File: config.mk
export PLATFORM = sky130hd
export DESIGN_NAME = execute_stage
export DESIGN_NICKNAME = d
export VERILOG_FILES = /design/src/rtl/rv32_pkg.sv /design/src/rtl/execute_stage_alu.sv /design/src/rtl/execute_stage.sv
export SDC_FILE = /design/constraint.sdc
export NUM_CORES = 1
export LEC_CHECK = 0
export BUFFER_PORTS_ARGS = -buffer_cell sky130_fd_sc_hd__buf_2
export CAP_MARGIN = 5
export CELL_PAD_IN_SITES_DETAIL_PLACEMENT = 0
export CELL_PAD_IN_SITES_GLOBAL_PLACEMENT = 1
export CORE_UTILIZATION = 25
export CTS_CLUSTER_SIZE = 28
export DETAILED_ROUTE_END_ITERATION = 7
export PLACE_DENSITY = 0.63
export RECOVER_POWER = 100
export SLEW_MARGIN = 25
export SYNTH_ARGS = -nofsm -noshare
export SYNTH_HDL_FRONTEND = slang
export SYNTH_SLANG_ARGS = --single-unit
File: constraint.sdc
create_clock -name clk -period 5.3 [get_ports clk]
set_input_delay 0.795 -clock clk [delete_from_list [all_inputs] [get_ports clk]]
set_output_delay 0.795 -clock clk [all_outputs]
set_load 0.03 [all_outputs]
File: src/rtl/rv32_pkg.sv
// Shared RV32I constants and the EX/MEM pipeline register payload.
package rv32_pkg;

  localparam int unsigned XLEN = 32;

  localparam logic [3:0] ALU_ADD    = 4'd0;
  localparam logic [3:0] ALU_SUB    = 4'd1;
  localparam logic [3:0] ALU_SLL    = 4'd2;
  localparam logic [3:0] ALU_SLT    = 4'd3;
  localparam logic [3:0] ALU_SLTU   = 4'd4;
  localparam logic [3:0] ALU_XOR    = 4'd5;
  localparam logic [3:0] ALU_SRL    = 4'd6;
  localparam logic [3:0] ALU_SRA    = 4'd7;
  localparam logic [3:0] ALU_OR     = 4'd8;
  localparam logic [3:0] ALU_AND    = 4'd9;
  localparam logic [3:0] ALU_PASS_B = 4'd10;

  localparam logic [6:0] OPC_OP    = 7'b0110011;
  localparam logic [6:0] OPC_LUI   = 7'b0110111;
  localparam logic [6:0] OPC_AUIPC = 7'b0010111;
  localparam logic [6:0] OPC_JAL   = 7'b1101111;
  localparam logic [6:0] OPC_STORE = 7'b0100011;

  typedef struct packed {
    logic            valid;
    logic            load;
    logic            store;
    logic            reg_write;
    logic            next_sel;
    logic            branch_result;
    logic [1:0]      mem_to_reg;
    logic [4:0]      rd;
    logic [XLEN-1:0] alu_result;
    logic [XLEN-1:0] store_data;
    logic [XLEN-1:0] pre_address;
    logic [XLEN-1:0] instruction;
  } ex_mem_t;

endpackage

File: src/rtl/execute_stage_alu.sv
// Combinational RV32I ALU; unused op codes yield zero.
module alu
  import rv32_pkg::*;
(
  input  logic [XLEN-1:0] a,
  input  logic [XLEN-1:0] b,
  input  logic [3:0]      op,
  output logic [XLEN-1:0] y
);

  logic [4:0] shamt;

  always_comb begin
    y     = '0;
    shamt = b[4:0];
    case (op)
      ALU_ADD:    y = a + b;
      ALU_SUB:    y = a - b;
      ALU_SLL:    y = a << shamt;
      ALU_SLT:    y = {{(XLEN-1){1'b0}}, ($signed(a) < $signed(b))};
      ALU_SLTU:   y = {{(XLEN-1){1'b0}}, (a < b)};
      ALU_XOR:    y = a ^ b;
      ALU_SRL:    y = a >> shamt;
      ALU_SRA:    y = XLEN'($signed(a) >>> shamt);
      ALU_OR:     y = a | b;
      ALU_AND:    y = a & b;
      ALU_PASS_B: y = b;
      default:    y = '0;
    endcase
  end

endmodule

File: src/rtl/execute_stage.sv
// RV32I execute stage: operand forwarding, ALU, load-use detection and EX/MEM register.
module execute_stage
  import rv32_pkg::*;
(
  input  logic            clk,
  input  logic            rst_n,
  input  logic            valid_in,
  input  logic            load_in,
  input  logic            store_in,
  input  logic            next_sel_in,
  input  logic            branch_result_in,
  input  logic            reg_write_in,
  input  logic [1:0]      mem_to_reg_in,
  input  logic [3:0]      alu_control_in,
  input  logic [4:0]      rs1_in,
  input  logic [4:0]      rs2_in,
  input  logic [XLEN-1:0] opa_in,
  input  logic [XLEN-1:0] opb_in,
  input  logic [XLEN-1:0] opb_data_in,
  input  logic [XLEN-1:0] pre_address_in,
  input  logic [XLEN-1:0] instruction_in,
  input  logic            wb_reg_write,
  input  logic [4:0]      wb_rd,
  input  logic [XLEN-1:0] wb_data,
  input  logic            mem_stall,
  input  logic            flush,
  output logic            stall_req,
  output logic            ex_valid,
  output logic            ex_load,
  output logic            ex_store,
  output logic            ex_reg_write,
  output logic            ex_next_sel,
  output logic            ex_branch_result,
  output logic [1:0]      ex_mem_to_reg,
  output logic [4:0]      ex_rd,
  output logic [XLEN-1:0] ex_alu_result,
  output logic [XLEN-1:0] ex_store_data,
  output logic [XLEN-1:0] ex_pre_address,
  output logic [XLEN-1:0] ex_instruction
);

  ex_mem_t         ex_q, ex_d, cap;
  logic [6:0]      opcode;
  logic            use_rs1, use_rs2_opb, use_rs2;
  logic            ex_fwd_ok, load_use;
  logic [XLEN-1:0] alu_a, alu_b, store_val, alu_y;

  // EX/MEM beats MEM/WB; x0 never forwards.
  function automatic logic [XLEN-1:0] fwd(
    input logic [4:0]      r,
    input logic [XLEN-1:0] v,
    input logic            ex_ok,
    input logic [4:0]      ex_r,
    input logic [XLEN-1:0] ex_v,
    input logic            wb_ok,
    input logic [4:0]      wb_r,
    input logic [XLEN-1:0] wb_v
  );
    if (r == 5'd0)                  return v;
    else if (ex_ok && ex_r == r)    return ex_v;
    else if (wb_ok && wb_r == r)    return wb_v;
    else                            return v;
  endfunction

  always_comb begin
    opcode      = instruction_in[6:0];
    use_rs1     = !(opcode == OPC_LUI || opcode == OPC_AUIPC || opcode == OPC_JAL);
    use_rs2_opb = (opcode == OPC_OP);
    use_rs2     = use_rs2_opb || (opcode == OPC_STORE);
    ex_fwd_ok   = ex_q.valid && ex_q.reg_write && !ex_q.load;

    alu_a     = use_rs1 ? fwd(rs1_in, opa_in, ex_fwd_ok, ex_q.rd, ex_q.alu_result,
                              wb_reg_write, wb_rd, wb_data) : opa_in;
    alu_b     = use_rs2_opb ? fwd(rs2_in, opb_in, ex_fwd_ok, ex_q.rd, ex_q.alu_result,
                                  wb_reg_write, wb_rd, wb_data) : opb_in;
    store_val = fwd(rs2_in, opb_data_in, ex_fwd_ok, ex_q.rd, ex_q.alu_result,
                    wb_reg_write, wb_rd, wb_data);

    load_use  = ex_q.valid && ex_q.load && (ex_q.rd != 5'd0) &&
                ((use_rs1 && ex_q.rd == rs1_in) || (use_rs2 && ex_q.rd == rs2_in));
    stall_req = valid_in && load_use && !mem_stall;
  end

  alu u_alu (
    .a  (alu_a),
    .b  (alu_b),
    .op (alu_control_in),
    .y  (alu_y)
  );

  // Next EX/MEM contents: hold on mem_stall, else capture with kill on flush/bubble.
  always_comb begin
    cap.valid         = valid_in;
    cap.load          = load_in;
    cap.store         = store_in;
    cap.reg_write     = reg_write_in;
    cap.next_sel      = next_sel_in;
    cap.branch_result = branch_result_in;
    cap.mem_to_reg    = mem_to_reg_in;
    cap.rd            = instruction_in[11:7];
    cap.alu_result    = alu_y;
    cap.store_data    = store_val;
    cap.pre_address   = pre_address_in;
    cap.instruction   = instruction_in;
    if (flush || stall_req || !valid_in) begin
      cap.valid     = 1'b0;
      cap.load      = 1'b0;
      cap.store     = 1'b0;
      cap.reg_write = 1'b0;
    end
    ex_d = mem_stall ? ex_q : cap;
  end

  always_ff @(posedge clk or negedge rst_n) begin
    if (!rst_n) ex_q <= '0;
    else        ex_q <= ex_d;
  end

  assign ex_valid         = ex_q.valid;
  assign ex_load          = ex_q.load;
  assign ex_store         = ex_q.store;
  assign ex_reg_write     = ex_q.reg_write;
  assign ex_next_sel      = ex_q.next_sel;
  assign ex_branch_result = ex_q.branch_result;
  assign ex_mem_to_reg    = ex_q.mem_to_reg;
  assign ex_rd            = ex_q.rd;
  assign ex_alu_result    = ex_q.alu_result;
  assign ex_store_data    = ex_q.store_data;
  assign ex_pre_address   = ex_q.pre_address;
  assign ex_instruction   = ex_q.instruction;

endmodule

== Yosys cells after proc, flatten, opt, wreduce, memory -nomap -nowiden ==
Index checks and enable logic that the tools add are counted.

* Shift operators: 3
* Reductions and logical operators: 27
* Add/sub/neg operators: 2
* Equality and inequality tests: 19
* Bitwise operators: 3
* Order comparisons: 2
* Mux-type cells: 13

{| class="wikitable"
|+ Operator list
! kind !! number
|-
| $mux W32 || 11
|-
| $pmux W32 S11 || 1
|-
| $lt A32 B32 Y1 || 2
|-
| $add A32 B32 Y32 || 1
|-
| $and A32 B32 Y32 || 1
|-
| $or A32 B32 Y32 || 1
|-
| $shl A32 B5 Y32 || 1
|-
| $shr A32 B5 Y32 || 1
|-
| $sshr A32 B5 Y32 || 1
|-
| $sub A32 B32 Y32 || 1
|-
| $xor A32 B32 Y32 || 1
|-
| $eq A7 B6 Y1 const B || 3
|-
| $eq A5 B5 Y1 || 4
|-
| $eq A4 B3 Y1 const B || 4
|-
| $logic_and A1 B1 Y1 || 13
|-
| $eq A4 B4 Y1 const B || 3
|-
| $logic_not A5 Y1 || 2
|-
| $eq A4 B2 Y1 const B || 2
|-
| $eq A7 B5 Y1 const B || 1
|-
| $eq A7 B7 Y1 const B || 1
|-
| $logic_or A1 B1 Y1 || 6
|-
| $reduce_bool A5 Y1 || 1
|-
| $eq A4 B1 Y1 const B || 1
|-
| $logic_not A1 Y1 || 4
|-
| other kinds (2) || 2
|}

* Flip-flop bits (word level): 141
* Bits of input ports: 224
* Output and inout port bits: 142
* Logic and storage cells: 81

== Longest topological paths before layout ==
* Depth after elaboration: 12
* Depth in mapped cells: 24

== By module ==
Synthesis repeated with hierarchy kept, for this count alone.

* Cells, all modules: 2229
* Area total of the unflattened synthesis: 17535.6 um^2

{| class="wikitable"
|+ By module, submodules not included
! module !! area each (um^2) !! times used !! sequential area each (um^2) !! cells an instance
|-
| alu || 9282.7 || 1 || 0.0 || 1434
|-
| execute_stage || 8252.9 || 1 || 3403.3 || 795
|}

== Worst setup path before layout ==
OpenSTA, ideal clock, no wires.

* Path kind: input port to flip-flop
* From: in rs2_in[1]
* To: reg ex_q (netlist bit ex_alu_result[30])
* Library setup time: 134 ps
* Required time: 5166 ps
* Stages: 23
* Arrival: 5536 ps
* Slack: -370 ps
* Cell sequence: xnor2_1 -> nand3_1 -> or3_1 -> buf_2 -> a31oi_1 -> o22a_1 -> buf_4 -> buf_4 -> buf_2 -> ha_1 -> inv_1 -> fa_1 -> or2_2 -> a221oi_1 -> o2111ai_1 -> a311oi_1 -> nor2_1 -> a211o_1 -> o21ai_0 -> o2111ai_1 -> mux2i_1 -> a221oi_1 -> a31oi_1

* Cells in the longest elaborated chain, start to end: 8

{| class="wikitable"
|+ Ends and longest elaborated chain
! item !! RTL line !! source
|-
| from (decl) || execute_stage.sv:16 || <nowiki>input logic [4:0] rs2_in,</nowiki>
|-
| $eq A5 B5 Y1 || execute_stage.sv:61 || <nowiki>else if (wb_ok && wb_r == r) return wb_v;</nowiki>
|-
| $logic_and A1 B1 Y1 || execute_stage.sv:61 ||
|-
| $mux W32 || execute_stage.sv:61 ||
|-
| $mux W32 || execute_stage.sv:60 || <nowiki>else if (ex_ok && ex_r == r) return ex_v;</nowiki>
|-
| $mux W32 (*) || execute_stage.sv:59 || <nowiki>if (r == 5'd0) return v;</nowiki>
|-
| $mux W32 (*) || execute_stage.sv:74 || <nowiki>alu_b = use_rs2_opb ? fwd(rs2_in, opb_in, ex_fwd_ok, ex_q.rd, ex_q.alu_result,</nowiki>
|-
| $sub A32 B32 Y32, or another cell as far along || execute_stage_alu.sv:18 || <nowiki>ALU_SUB: y = a - b;</nowiki>
|-
| $pmux W32 S11 (*) || execute_stage_alu.sv:16 || <nowiki>case (op)</nowiki>
|-
| to (signal assigned) || execute_stage.sv:115 || <nowiki>if (!rst_n) ex_q <= '0;</nowiki>
|-
| to (signal assigned) || execute_stage.sv:116 || <nowiki>else ex_q <= ex_d;</nowiki>
|-
| to (decl) || execute_stage.sv:42 || <nowiki>ex_mem_t ex_q, ex_d, cap;</nowiki>
|}

Mark *: on every way between the ends. The rest lies on a longest branch, timed or not.
A chain may end at the register's enable or synchronous reset.

== Worst setup path in the final report ==
* From: reg ex_q (netlist bit ex_load)
* To: reg ex_q (netlist bit ex_alu_result[29])

* Cells in the longest elaborated chain, start to end: 8

{| class="wikitable"
|+ Ends and longest elaborated chain
! item !! RTL line !! source
|-
| $logic_not A1 Y1 (*) || execute_stage.sv:70 || <nowiki>ex_fwd_ok = ex_q.valid && ex_q.reg_write && !ex_q.load;</nowiki>
|-
| $logic_and A1 B1 Y1 (*) || execute_stage.sv:70 ||
|-
| $logic_and A1 B1 Y1 || execute_stage.sv:60 ||
|-
| $mux W32 || execute_stage.sv:60 ||
|-
| $mux W32 || execute_stage.sv:59 ||
|-
| $mux W32 (on tied branches) || execute_stage.sv:72, execute_stage.sv:74 ||
|-
| $sub A32 B32 Y32, or another cell as far along || execute_stage_alu.sv:18 ||
|-
| $pmux W32 S11 (*) || execute_stage_alu.sv:16 ||
|}

Marks and branches as above.

==> flow_results.org <==
** Global routing
- Highest-utilization routing layer at the global route stage :: met2
- The first global-routing pass estimated 140000 um of wire.
- Met2 Track Usage GR :: 46.4%
- Gr ovfl total :: 0
- Global routing used 4.48% of the available met3 tracks.
- Entering global routing, the biggest net connects 98 pins.
- Met1 usage :: 39.4%
- The via count of the first global-routing pass is 19.6k.
- The initial antenna violation count was 6.
- Tot GR Track Use :: 29.9%

** Layout
- Cells with a size suffix above 1 make up 33.0% of the layout.
- Fill count :: 6774
- Number of standard cells in the layout, taps in and fillers out :: 3458
- Final #Nets :: 2927
- From synthesis to final layout, the design area changed by 37.8%.
- Area of combinational cells with multiple inputs :: 11600 um2
- Registers take 3410 um2.
- Cells fill 35.1% of the core in the end.

** Critical path
- In this design, the stage delay of the slowest critical-path cell is 0.43 ns.
- The worst setup path is of the reg -> reg kind.
- At the worst endpoint, the required time is 5.62 ns.
- Crit-path most repeated cell :: buf_4
- The worst setup path is captured at a flip-flop.
- Along the worst path, the maximum fanout reaches 19.
- For the worst setup path, the data arrival time is 5.50 ns.
- On the critical path, the stage with the largest delay is an instance of or3_4.
- The worst setup path is launched from a flip-flop.
- Walking the worst path, the cells encountered are nand3b_4 > or3_4 > or2_1 > buf_4 > buf_12 > o22ai_1 > a2bb2oi_2 > buf_4 > ha_1 > a221oi_2 > buf_4 > o21bai_1 > a221o_1 > or3_1 > a21oi_1 > o21ai_1 > a221oi_2 > mux2i_1 > o22a_1 > a32oi_1.

** Clock tree
- Clock latency on the worst-skew pair :: 0.50 ns
- The clock net in this run drives a total of 136 sinks.
- In this run the clock root is driven by a clkbuf_16.
- Number of H-tree branching levels :: 4
- After clock tree synthesis, the clock-pin slew on the worst setup and hold paths is 0.08 ns.
- TritonCTS built the clock tree.
- In this run, post-CTS hold repair placed 0 buffers.
- The number of clock buffers added by TritonCTS is 17.
- Clock buffer depth :: 2

** Power
- Pwr Density :: 220 nW/um2
- Static Leakage :: 9.89 nW
- The design draws 0.00480 W.
- Across the VDD grid, the largest voltage drop is 0.229 mV.

** Status
- The run finished, with violations left.
- The final reports fail on max-capacitance violations, max-slew violations.

** Placed design
- Final HPWL DP :: 77900 um
- Routability-driven placement finished with a final weighted congestion of 1.04.
- Port-buffer cells :: 365
- Number of cells in the design after placement :: 3417

** STA
- Slew margin rel. :: -156%
- The number of max-slew violations in the final report came to 201.
- Number of failing hold endpoints at the final stage :: 0
- Static timing analysis puts the maximum clock frequency at 193 MHz.
- Dividing the final minimum period by the clock period gives 97.8%.
- The clock arrives with 0.0223 ns of skew.
- The worst path needs 5.18 ns of the cycle, external delays included.
- For the pin with the worst max-slew slack, the measured transition is 3.85 ns.
- After routing, the total negative slack on setup checks comes to 0 ns.
- The tightest hold path in the finished design has a slack of 0.488 ns.
- Final number of setup-violating endpoints :: 0

** Floorplanning
- 366 I/O pins were placed.
- Effective utilization at floorplan :: 25.5%
- Core area :: 62200 um2
- Width of the die :: 254 um
- The floorplan has 91 rows.
- Die H :: 254 um
- Die area :: 64400 um2

** Detailed routing
- In this run, the number of DRC markers left after iteration 0 of detailed routing was 2069.
- Number of design rule violations left after detail routing :: 0
- Routed wire length :: 97000 um
- Routed via count divided by cell count :: 5.72
- Vias after detailed routing :: 19.8k
- Remaining number of nets flagged by the antenna check after routing :: 0
- Avg WL per Cell :: 28.0 um
- Iteration count of the initial detailed-routing pass :: 8

** Synthesis
- For this run, asynchronously set or reset flops after synthesis account for 100%.
- Synthesis warning total :: 0
- Number of synthesized register bits :: 136
- The netlist uses 82 different library cells.
- Synthesis produced a netlist whose cell count is 1981.
- Each instance of the synthesized netlist takes up on average 8.00 um2.
- Synthesized net count :: 2305
- Counting flops with a built-in enable in the synthesized netlist gives 0.
- Sequential cells were found to cover 21.5% of the synthesized design area.
- In the synthesized netlist the dominant register cell turns out to be dfrtp_1.
- Synth Cell Area :: 15800 um2

** Min path
- In this run the worst hold path is classified as reg -> reg.

** Run
- Max-Cap Viols :: 3
[metal layers]
metal / wire (um) / part of all wire (%) / vias up
li1: - / - / 8763
met4: 5850 / 6.0 / 0
met5: 0 / 0 / -
met2: 42900 / 44 / 1062
met3: 7230 / 7.5 / 202
met1: 41000 / 42 / 9750
[timing repair]
| item | CTS | global route |
|---|---|---|
| gates resized for setup | 1 | 27 |
| pin swaps | 0 | 8 |
| endpoints found under the setup margin | 1 | 16 |
| setup buffers | 0 | 4 |
[worst max-delay path: cells and delay by family (launching register included)]
family          cells  cell delay [ns]
fa+ha+maj           1             0.21
mux                 1             0.27
compound gates     10             2.12
buf+inv             4             0.76
simple gates        4             1.24
flops               1             0.39
[per-stage QoR]
step           setup WS, ns  cell area, um2
2_1_floorplan       -0.0308           15900
3_3_place_gp         -0.381           21200
3_5_place_dp         -0.460           21200
4_1_cts             0.00961           21800
5_1_grt             -0.0193           21800
6_report              0.116           21800
[synth_stat cells (10+ instances only)]
master / instances / share of area [%]
nand2b_1: 12 / 0.47
a21oi_1: 149 / 4.7
mux2_2: 80 / 5.7
a22oi_1: 20 / 0.95
nor2b_1: 15 / 0.59
a221o_1: 11 / 0.69
o31ai_1: 13 / 0.62
nor4_1: 15 / 0.59
nor2_1: 155 / 3.7
a211oi_1: 22 / 1.0
xnor2_1: 24 / 1.3
a31oi_1: 33 / 1.3
nand3_1: 44 / 1.4
o22a_1: 30 / 1.7
a2bb2oi_2: 27 / 2.6
o21a_1: 10 / 0.47
a2111oi_0: 10 / 0.55
o21bai_1: 13 / 0.62
nor3_1: 43 / 1.4
inv_1: 93 / 2.2
buf_2: 21 / 0.66
o211ai_1: 28 / 1.3
o221ai_1: 20 / 1.1
or3_1: 11 / 0.43
o21ai_0: 102 / 3.2
nand2_1: 167 / 4.0
a21o_1: 17 / 0.81
buf_4: 14 / 0.66
mux2i_1: 137 / 8.7
xor2_1: 11 / 0.61
buf_1: 14 / 0.33
clkbuf_1: 103 / 2.4
a221oi_1: 32 / 1.8
dfrtp_1: 136 / 21
ha_1: 98 / 7.7
o2111ai_1: 12 / 0.66
o22ai_1: 113 / 4.5
[power by group]
part | internal, W | leakage, nW | switching, W
combinational | 0.000823 | 7.92 | 0.00137
sequential | 0.00114 | 1.66 | 0.000133
clock | 0.000646 | 0.301 | 0.000677
[kinds of logic after synthesis]
logic type | after synthesis | synth area share (%)
buffers and inverters | 254 | 6.75
muxes | 218 | 14.5
and+or+nand+nor | 498 | 14.2
xor gates and xnor gates | 35 | 1.93
AOI/OAI and AO/OA | 740 | 33.2
DFF | 136 | 21.5
adders and majority gates | 100 | 7.99
[area by class of cell]
class                   instances  area share, %
clock buffers                  17           1.95
repair buffers                760           21.8
diodes                          5         0.0573
clock inverters                15          0.876
well taps                     837           4.79
flip-flops and latches        136           15.6
inverters                      97           1.67
multi-input cells            1591           53.3
[cells in the final DEF (no fill, tap or decap), drive strengths merged, types with 13 or more instances in the layout]
cell type  synthesis  routed
o211ai            28      28
o21bai            13      13
a211oi            22      22
mux2              80      80
nand3             44      44
o31ai             13      13
a21o              17      17
inv               96     105
a31oi             33      33
mux2i            137     137
o22ai            114     114
o221ai            20      20
clkbuf           103     118
nor2             155     155
a21oi            150     150
o22a              31      31
nand2            167     167
ha                98      98
buf               54     659
dfrtp            136     136
xnor2             24      24
o21ai            111     111
nor3              43      43
nor2b             15      15
a22oi             20      20
a2bb2oi           35      35
nor4              15      15
a221oi            32      32
[worst paths after layout]
path	start	to	slack [ns]	cells after the start
worst min register to register	ex_store_data[2]$_DFFE_PN0N_	ex_store_data[2]$_DFFE_PN0N_	0.49	2
min in group asynchronous	rst_n	ex_rd[0]$_DFFE_PN0N_	1.23	1
max in group asynchronous	rst_n	ex_pre_address[17]$_DFFE_PN0N_	0.95	2
worst max register to register	ex_load$_DFFE_PN0N_	ex_alu_result[29]$_DFFE_PN0N_	0.12	20
worst min-delay path	ex_store_data[2]$_DFFE_PN0N_	ex_store_data[2]$_DFFE_PN0N_	0.49	2
worst max-delay path	ex_load$_DFFE_PN0N_	ex_alu_result[29]$_DFFE_PN0N_	0.12	20
Power figures use the tool's default switching activity.
